[config.mk]
export PLATFORM = sky130hd
export DESIGN_NAME = keypad_scan_ctrl
export DESIGN_NICKNAME = d
export VERILOG_FILES = /design/src/rtl/keypad_scan_ctrl.sv
export SDC_FILE = /design/constraint.sdc
export NUM_CORES = 1
export LEC_CHECK = 0
export CAP_MARGIN = 15
export CORE_UTILIZATION = 51
export DETAILED_ROUTE_END_ITERATION = 10
export GPL_TIMING_DRIVEN = 0
export PLACE_DENSITY = 0.75
export SETUP_SLACK_MARGIN = 0.5
export SYNTH_ARGS = -nofsm -noshare
export SYNTH_HDL_FRONTEND = slang
export SYNTH_SLANG_ARGS = --single-unit
[constraint.sdc]
create_clock -name clk -period 2.6 [get_ports clk]
set_clock_uncertainty 0.2 [all_clocks]
set_input_delay 0.26 -clock clk [delete_from_list [all_inputs] [get_ports clk]]
set_output_delay 0.26 -clock clk [all_outputs]
set_load 0.01 [all_outputs]
[src/rtl/keypad_scan_ctrl.sv]
// keypad_scan_ctrl: scans a 4x4 keypad one column at a time, debounces a
// press on the first row seen, reports it once, then debounces the release.
//
// Ports:
//   clk        rising-edge clock
//   reset      asynchronous active-high reset
//   enable     scan enable; low returns to scanning with the column held
//   rows[3:0]  row sense lines, active-high, already synchronized
//   cols[3:0]  one-hot column drive
//   key_code   {row_index, col_index} of the last accepted key
//   key_valid  one-cycle pulse when a debounced press is accepted
//   key_held   high while the accepted key is held or its release debounces
module keypad_scan_ctrl #(
    parameter int unsigned SCAN_DIV        = 1,
    parameter int unsigned DEBOUNCE_CYCLES = 4
) (
    input  logic       clk,
    input  logic       reset,
    input  logic       enable,
    input  logic [3:0] rows,
    output logic [3:0] cols,
    output logic [3:0] key_code,
    output logic       key_valid,
    output logic       key_held
);

    localparam int unsigned CNT_W = $clog2(DEBOUNCE_CYCLES + 1);
    localparam int unsigned DIV_W = (SCAN_DIV > 1) ? $clog2(SCAN_DIV) : 1;

    typedef enum logic [1:0] {
        ST_SCAN     = 2'd0,
        ST_DEBOUNCE = 2'd1,
        ST_HELD     = 2'd2
    } state_t;

    state_t           state_q, state_d;
    logic [CNT_W-1:0] cnt_q, cnt_d;
    logic [DIV_W-1:0] div_q, div_d;
    logic [1:0]       row_q, row_d;
    logic [1:0]       col_q, col_d;
    logic [3:0]       cols_q, cols_d;
    logic [3:0]       code_q, code_d;
    logic             valid_q, valid_d;
    logic             held_q, held_d;

    logic [CNT_W-1:0] cnt_inc_c;
    logic [1:0]       row_low_c;
    logic [1:0]       col_enc_c;
    logic             row_hit_c;
    logic             div_last_c;
    logic             cnt_done_c;

    // Lowest asserted row wins when several rows are active at capture.
    always_comb begin
        row_low_c = 2'd3;
        if (rows[0])      row_low_c = 2'd0;
        else if (rows[1]) row_low_c = 2'd1;
        else if (rows[2]) row_low_c = 2'd2;
    end

    // One-hot column drive to column index.
    always_comb begin
        col_enc_c = 2'd0;
        case (cols_q)
            4'b0010: col_enc_c = 2'd1;
            4'b0100: col_enc_c = 2'd2;
            4'b1000: col_enc_c = 2'd3;
            default: col_enc_c = 2'd0;
        endcase
    end

    assign cnt_inc_c  = cnt_q + CNT_W'(1);
    assign cnt_done_c = (cnt_inc_c == CNT_W'(DEBOUNCE_CYCLES));
    assign row_hit_c  = rows[row_q];
    assign div_last_c = (div_q == DIV_W'(SCAN_DIV - 1));

    // Next-state and next-output logic.
    always_comb begin
        state_d = state_q;
        cnt_d   = cnt_q;
        div_d   = div_q;
        row_d   = row_q;
        col_d   = col_q;
        cols_d  = cols_q;
        code_d  = code_q;
        valid_d = 1'b0;
        held_d  = held_q;

        if (!enable) begin
            // Freeze the column, drop any press in progress, keep the last code.
            state_d = ST_SCAN;
            cnt_d   = '0;
            div_d   = '0;
            held_d  = 1'b0;
        end else begin
            case (state_q)
                ST_SCAN: begin
                    held_d = 1'b0;
                    if (rows != 4'b0000) begin
                        row_d   = row_low_c;
                        col_d   = col_enc_c;
                        cnt_d   = CNT_W'(1);
                        div_d   = '0;
                        state_d = ST_DEBOUNCE;
                    end else if (div_last_c) begin
                        cols_d = {cols_q[2:0], cols_q[3]};
                        div_d  = '0;
                    end else begin
                        div_d = div_q + DIV_W'(1);
                    end
                end
                ST_DEBOUNCE: begin
                    // Only the captured row matters; other rows are ignored.
                    if (row_hit_c) begin
                        if (cnt_done_c) begin
                            code_d  = {row_q, col_q};
                            valid_d = 1'b1;
                            held_d  = 1'b1;
                            cnt_d   = '0;
                            state_d = ST_HELD;
                        end else begin
                            cnt_d = cnt_inc_c;
                        end
                    end else begin
                        cnt_d   = '0;
                        div_d   = '0;
                        state_d = ST_SCAN;
                    end
                end
                ST_HELD: begin
                    // Any activity restarts the release count.
                    if (rows == 4'b0000) begin
                        if (cnt_done_c) begin
                            cnt_d   = '0;
                            div_d   = '0;
                            cols_d  = {cols_q[2:0], cols_q[3]};
                            held_d  = 1'b0;
                            state_d = ST_SCAN;
                        end else begin
                            cnt_d = cnt_inc_c;
                        end
                    end else begin
                        cnt_d = '0;
                    end
                end
                default: begin
                    cnt_d   = '0;
                    div_d   = '0;
                    held_d  = 1'b0;
                    state_d = ST_SCAN;
                end
            endcase
        end
    end

    // State and output registers.
    always_ff @(posedge clk or posedge reset) begin
        if (reset) begin
            state_q <= ST_SCAN;
            cnt_q   <= '0;
            div_q   <= '0;
            row_q   <= 2'd0;
            col_q   <= 2'd0;
            cols_q  <= 4'b0001;
            code_q  <= 4'd0;
            valid_q <= 1'b0;
            held_q  <= 1'b0;
        end else begin
            state_q <= state_d;
            cnt_q   <= cnt_d;
            div_q   <= div_d;
            row_q   <= row_d;
            col_q   <= col_d;
            cols_q  <= cols_d;
            code_q  <= code_d;
            valid_q <= valid_d;
            held_q  <= held_d;
        end
    end

    assign cols      = cols_q;
    assign key_code  = code_q;
    assign key_valid = valid_q;
    assign key_held  = held_q;

endmodule
======== Yosys cells after proc, flatten, opt, wreduce, memory -nomap -nowiden ========
Index checks and enable logic that the tools add are counted.
word-level totals
  flip-flop bits (word level) ............. 20
  word-level logic and storage cells ...... 78
  input bits .............................. 7
cells by class
  reduce and logical (&&, ||, !) cells .... 10
  add/sub/neg operators ................... 2
  $lt $le $gt $ge ......................... 1
  eq/ne operators ......................... 17
  muxes and demuxes ....................... 39
operators by type and width
  cell                                                                          number
  3-bit inequality test, second input constant                                  6
  2-bit 2-to-1 mux                                                              8
  4-bit 2-to-1 mux                                                              4
  1-bit 2-to-1 mux                                                              15
  3-bit 2-to-1 mux                                                              5
  2-bit case mux with 3 select lines                                            2
  4-bit AND reduction                                                           3
  3-bit case mux with 3 select lines                                            1
  2-bit inequality test, second input constant                                  4
  4-bit case mux with 2 select lines                                            1
  3-bit AND reduction                                                           2
  6-bit AND reduction                                                           1
  4-bit by 2-bit equality test with 1-bit output, second input constant         1
  4-bit by 3-bit equality test with 1-bit output, second input constant         1
  4-bit equality test, second input constant                                    1
  4-bit zero test                                                               1
  4-bit inequality test, second input constant                                  1
  4-bit nonzero test                                                            1
  3-bit by 1-bit adder with 3-bit output, second input constant                 1
  3-bit equality test, second input constant                                    1
  2-bit by 3-bit less-than comparator with 1-bit output, second input constant  1
  1-bit case mux with 3 select lines                                            1
  1-bit binary-select mux with 2-bit select                                     1
  2-bit by 1-bit equality test with 1-bit output, second input constant         1
  other kinds (5)                                                               5

======== Depth between registers and ports, before layout ========
  word-level depth ........................ 6
  gate-level depth with buffers ........... 5
  mapped depth without buffers ............ 5

======== Worst setup path before layout ========
Ideal clock, no wire load.
  path kind ............................... register to register
  from .................................... reg cnt_q[0]
  to ...................................... reg cols_q[2], in the netlist cols[2]
  path buffers ............................ 0
  cell stages (with the launch flop) ...... 6
  clock period less this slack ............ 2.140 ns
  path slack .............................. 0.460 ns
  arrival time ............................ 1.812 ns
  path through ............................ dfrtp_1 > ha_1 > xor2_1 > nand2_1 > a2111oi_4 > mux2_1
between the ends
  cells in the longest elaborated chain, start to end .. 4
ends and longest elaborated chain
  what                                    RTL line  source
  start: declaration                      37        logic [CNT_W-1:0] cnt_q, cnt_d;
  start signal: assignment                170       cnt_q <= cnt_d;
  3-bit by 1-bit adder with 3-bit output  72        assign cnt_inc_c = cnt_q + CNT_W'(1);
  3-bit equality test                     73        assign cnt_done_c = (cnt_inc_c == CNT_W'(DEBOUNCE_CYCLES));
  2-bit inequality test (no line)         --
  6-bit AND reduction (no line)           --
  end signal: assignment                  174       cols_q <= cols_d;
  end: declaration                        41        logic [3:0] cols_q, cols_d;
Every way passes these cells.
A chain may end at the register's enable or synchronous reset.

======== Final worst setup path ========
  from .................................... reg cnt_q[0]
  to ...................................... reg cols_q[3], in the netlist cols[3]
The elaborated chain is that of the path after synthesis.

==> results_dict.tcl <==
set metrics [dict create \
    outcome "completed" \
    max-cap-violations 0 \
    maximum_number_of_pins_on_one_net_before_global_route_repair 20 \
    grt_setup_unrepaired "no" \
    track_usage_pct 22.5 \
    tritoncts_clock_tree "built" \
    slew_violations 0 \
    yosysMostFrequentCell "dfrtp_1" \
    post_synth_most_frequent_cells "dfrtp_1 (18), nand2_1 (9), nor2_1 (9)" \
    worstReg2RegEnd "cols[3]$_DFFE_PP0P_" \
    fp.dieH_um 46.2 \
    initial_core_util_pct 55.8 \
    synthesis.area_sq_um 995 \
    detail_route.wl_per_cell_um 14.2 \
    timing.slew.headroom_pct 52.5 \
    wl_mm 1.98 \
    slowest_delay_ps 470 \
    drt-pass1-iter-count 4 \
    avgViaCountPerCell 5.60 \
    timing.setup.tns_ps 0 \
    min_path_cells 2 \
    postSynthCellCount 90 \
    worst_r2r_path_depth 6 \
    nets 124 \
    floorplan.rows 15 \
    pwr_density_cell_nw_per_um2 460 \
    leakage_uw 0.000575 \
    path_clk_slew_ps 120 \
    post_synth.cell_area_avg_sq_um 11.1 \
    tightestPinTransition_ps 712 \
    floorplan.die.width_um 46.2 \
    cp_startpoint "cnt_q[0]$_DFFE_PP0P_" \
    first_global_vias 726 \
    synth_edf_count 0 \
    dr_wl_met2_um 916 \
    synth_top_cell_by_area "dfrtp_1" \
    drt-initial-drc-count 12 \
    met3_wire_length_um 87 \
    ys_seq_elements 19 \
    port_buffers 16 \
    hp_start "rows[0]" \
    vias 778 \
    ys_dominant_reg_cell "dfrtp_1" \
    r2r_start "cnt_q[0]$_DFFE_PP0P_" \
    gp_routability_congestion 0.865 \
    synth_top_cells_by_area "dfrtp_1 (45%), mux2_1 (4.5%), mux2_2 (4.5%), nand2_1 (3.4%), nor2_1 (3.4%)" \
    holdPathEnd "row_q[0]$_DFFE_PP0P_" \
    synthDistinctLibCells 34 \
    critPathRequiredTime_ps 2600 \
    cts.sink_count 19 \
    routed.top_layer "met4" \
    worst_hold_slack_ps 96.3 \
    worst_path_max_delay_cell "dfrtp_2" \
    core_region_area_sq_um 1780 \
    achievable-frequency_ghz 0.498 \
    finalPower_uw 586 \
    hpwlAfterDp_mm 1.38 \
    area_growth_syn_to_layout_pct 27.9 \
    detail_route.wirelength.met1_um 907 \
    cts.path.max_buffers 2 \
    final_layout_size_suffix_gt1_share_pct 23.7 \
    numCtsBuffers 3 \
    cts.htree.levels 1 \
    worstPathCellList "ha_4 -> xor2_2 -> nand2_2 -> a2111oi_4 -> buf_4 -> mux2_1" \
    design.portCount 17 \
    finalHoldViolations 0 \
    cp_data_arrival_time_ps 2010 \
    clkLatencyLatePin_ps 310 \
    grt_first_pass_wirelength_mm 3.25 \
    start_kind "flop" \
    yosys_warnings 0 \
    worst_ir_drop_vdd_uv 353 \
    cp_max_fo 5 \
    grt.overflow.total 0 \
    seq_area_frac_synth_pct 47.9 \
    hold_path.class "in2reg" \
    fin_crit_sh_pct 77.3 \
    drc 0 \
    finalSetupViolations 0 \
    endpoint_kind "flop" \
    ant_diodes 0 \
    clock_tree.root_cell "clkbuf_4" \
    antenna_found_initial 0 \
    fp.dieArea_sq_um 2130 \
    r2r_slack_ps 590 \
    time_the_final_worst_path_needs_with_i_o_delays_and_setup_ps 2010 \
    syn_nets 99 \
    postSynth.asyncResetShare_pct 100 \
    antenna_left 0 \
    netlist.area_leader.share_pct 45.3 \
    setup.worst_path.class "reg2reg" \
]
-- worst max path at each step --
| stage | to | depth (start not counted) |
|---|---|---|
| 2_1_floorplan | cols[2]$_DFFE_PP0P_ | 5 |
| 3_3_place_gp | cols[3]$_DFFE_PP0P_ | 4 |
| 3_5_place_dp | cols[1]$_DFFE_PP0P_ | 4 |
| 4_1_cts | cols[2]$_DFFE_PP0P_ | 6 |
| 5_1_grt | cols[2]$_DFFE_PP0P_ | 6 |
| 6_report | cols[3]$_DFFE_PP0P_ | 6 |
-- flip-flops by register name, indices dropped and copies added (netlist names) --
register and cells:
col_q 2, key_held 1, key_code 4, cnt_q 3, cols 4, key_valid 1, row_q 2, state_q 2
-- power breakdown --
part           total, uW  switching [uW]  leakage (uW)  internal, uW
logic                106            55.2      0.000304          50.6
registers            325            15.5      0.000252           309
clock network        155            97.5     0.0000177          57.4
-- final cells by class --
class,count,area (sq um)
Clock inverter,1,5.00
Tap cell,25,31.3
Sequential cell,19,479
Inverter,6,22.5
Buffer,1,5.00
Timing Repair Buffer,20,189
Clock buffer,3,22.5
Fill cell,132,510
Multi-Input combinational cell,64,518
-- cells by family after synthesis --
family | after synthesis | synth area share (%)
AOI/OAI and AO/OA | 17 | 14.3
xor gates and xnor gates | 3 | 2.64
buffers and inverters | 7 | 2.77
adders and majority gates | 2 | 2.52
and+or+nand+nor | 31 | 16.1
muxes | 11 | 13.7
DFF | 19 | 47.9
-- through the flow --
step / instance area (sq um) / util (%) / std cells / setup slack, ps
2_1_floorplan: 1000 / - / 90 / 522
3_3_place_gp: 1190 / 66.9 / 131 / 118
3_5_place_dp: 1190 / 66.9 / 131 / 107
4_1_cts: 1250 / 70.4 / 139 / 513
5_1_grt: 1270 / 71.4 / 139 / 519
6_report: 1270 / 71.4 / 139 / 591
-- placed cells by master, fill, tap and decap left out, types with 2 or more instances in the layout --
| cell | n |
|---|---|
| dfrtp_1 | 16 |
| clkdlybuf4s50_1 | 12 |
| nor2_1 | 9 |
| nand2_1 | 8 |
| inv_1 | 6 |
| mux2_2 | 4 |
| buf_4 | 4 |
| nor3_1 | 3 |
| mux2_1 | 3 |
| clkbuf_4 | 3 |
| dlygate4sd2_1 | 3 |
| or3b_2 | 2 |
| mux2i_1 | 2 |
| o211ai_1 | 2 |
| nor2b_1 | 2 |
| nand2_2 | 2 |
| a211oi_1 | 2 |
| o31ai_1 | 2 |
| xnor2_1 | 2 |
| o41ai_1 | 2 |
| o21ai_0 | 2 |
| dfrtp_2 | 2 |
-- critical path: cells and delay by family (launching register included) --
family,cells,cell delay [ps]
adders and majority gates,1,190
muxes,1,320
and+or+nand+nor,1,100
xor gates and xnor gates,1,160
AOI/OAI and AO/OA,1,290
buffers and inverters,1,190
DFF,1,470
-- per-layer routing --
| metal | GRT usage (%) | vias to the layer above |
|---|---|---|
| met5 | 0 | - |
| met2 | 34.9 | 22 |
| met3 | 5.10 | 7 |
| li1 | - | 374 |
| met1 | 27.9 | 375 |
| met4 | 14.1 | 0 |
-- timing repair --
item	CTS	global route
setup endpoints to repair	8	10
buffers inserted	4	0
resized for setup	6	7
hold buffers	0	0
pin swaps	3	1
Note: power is estimated with default switching activity, not from simulation.
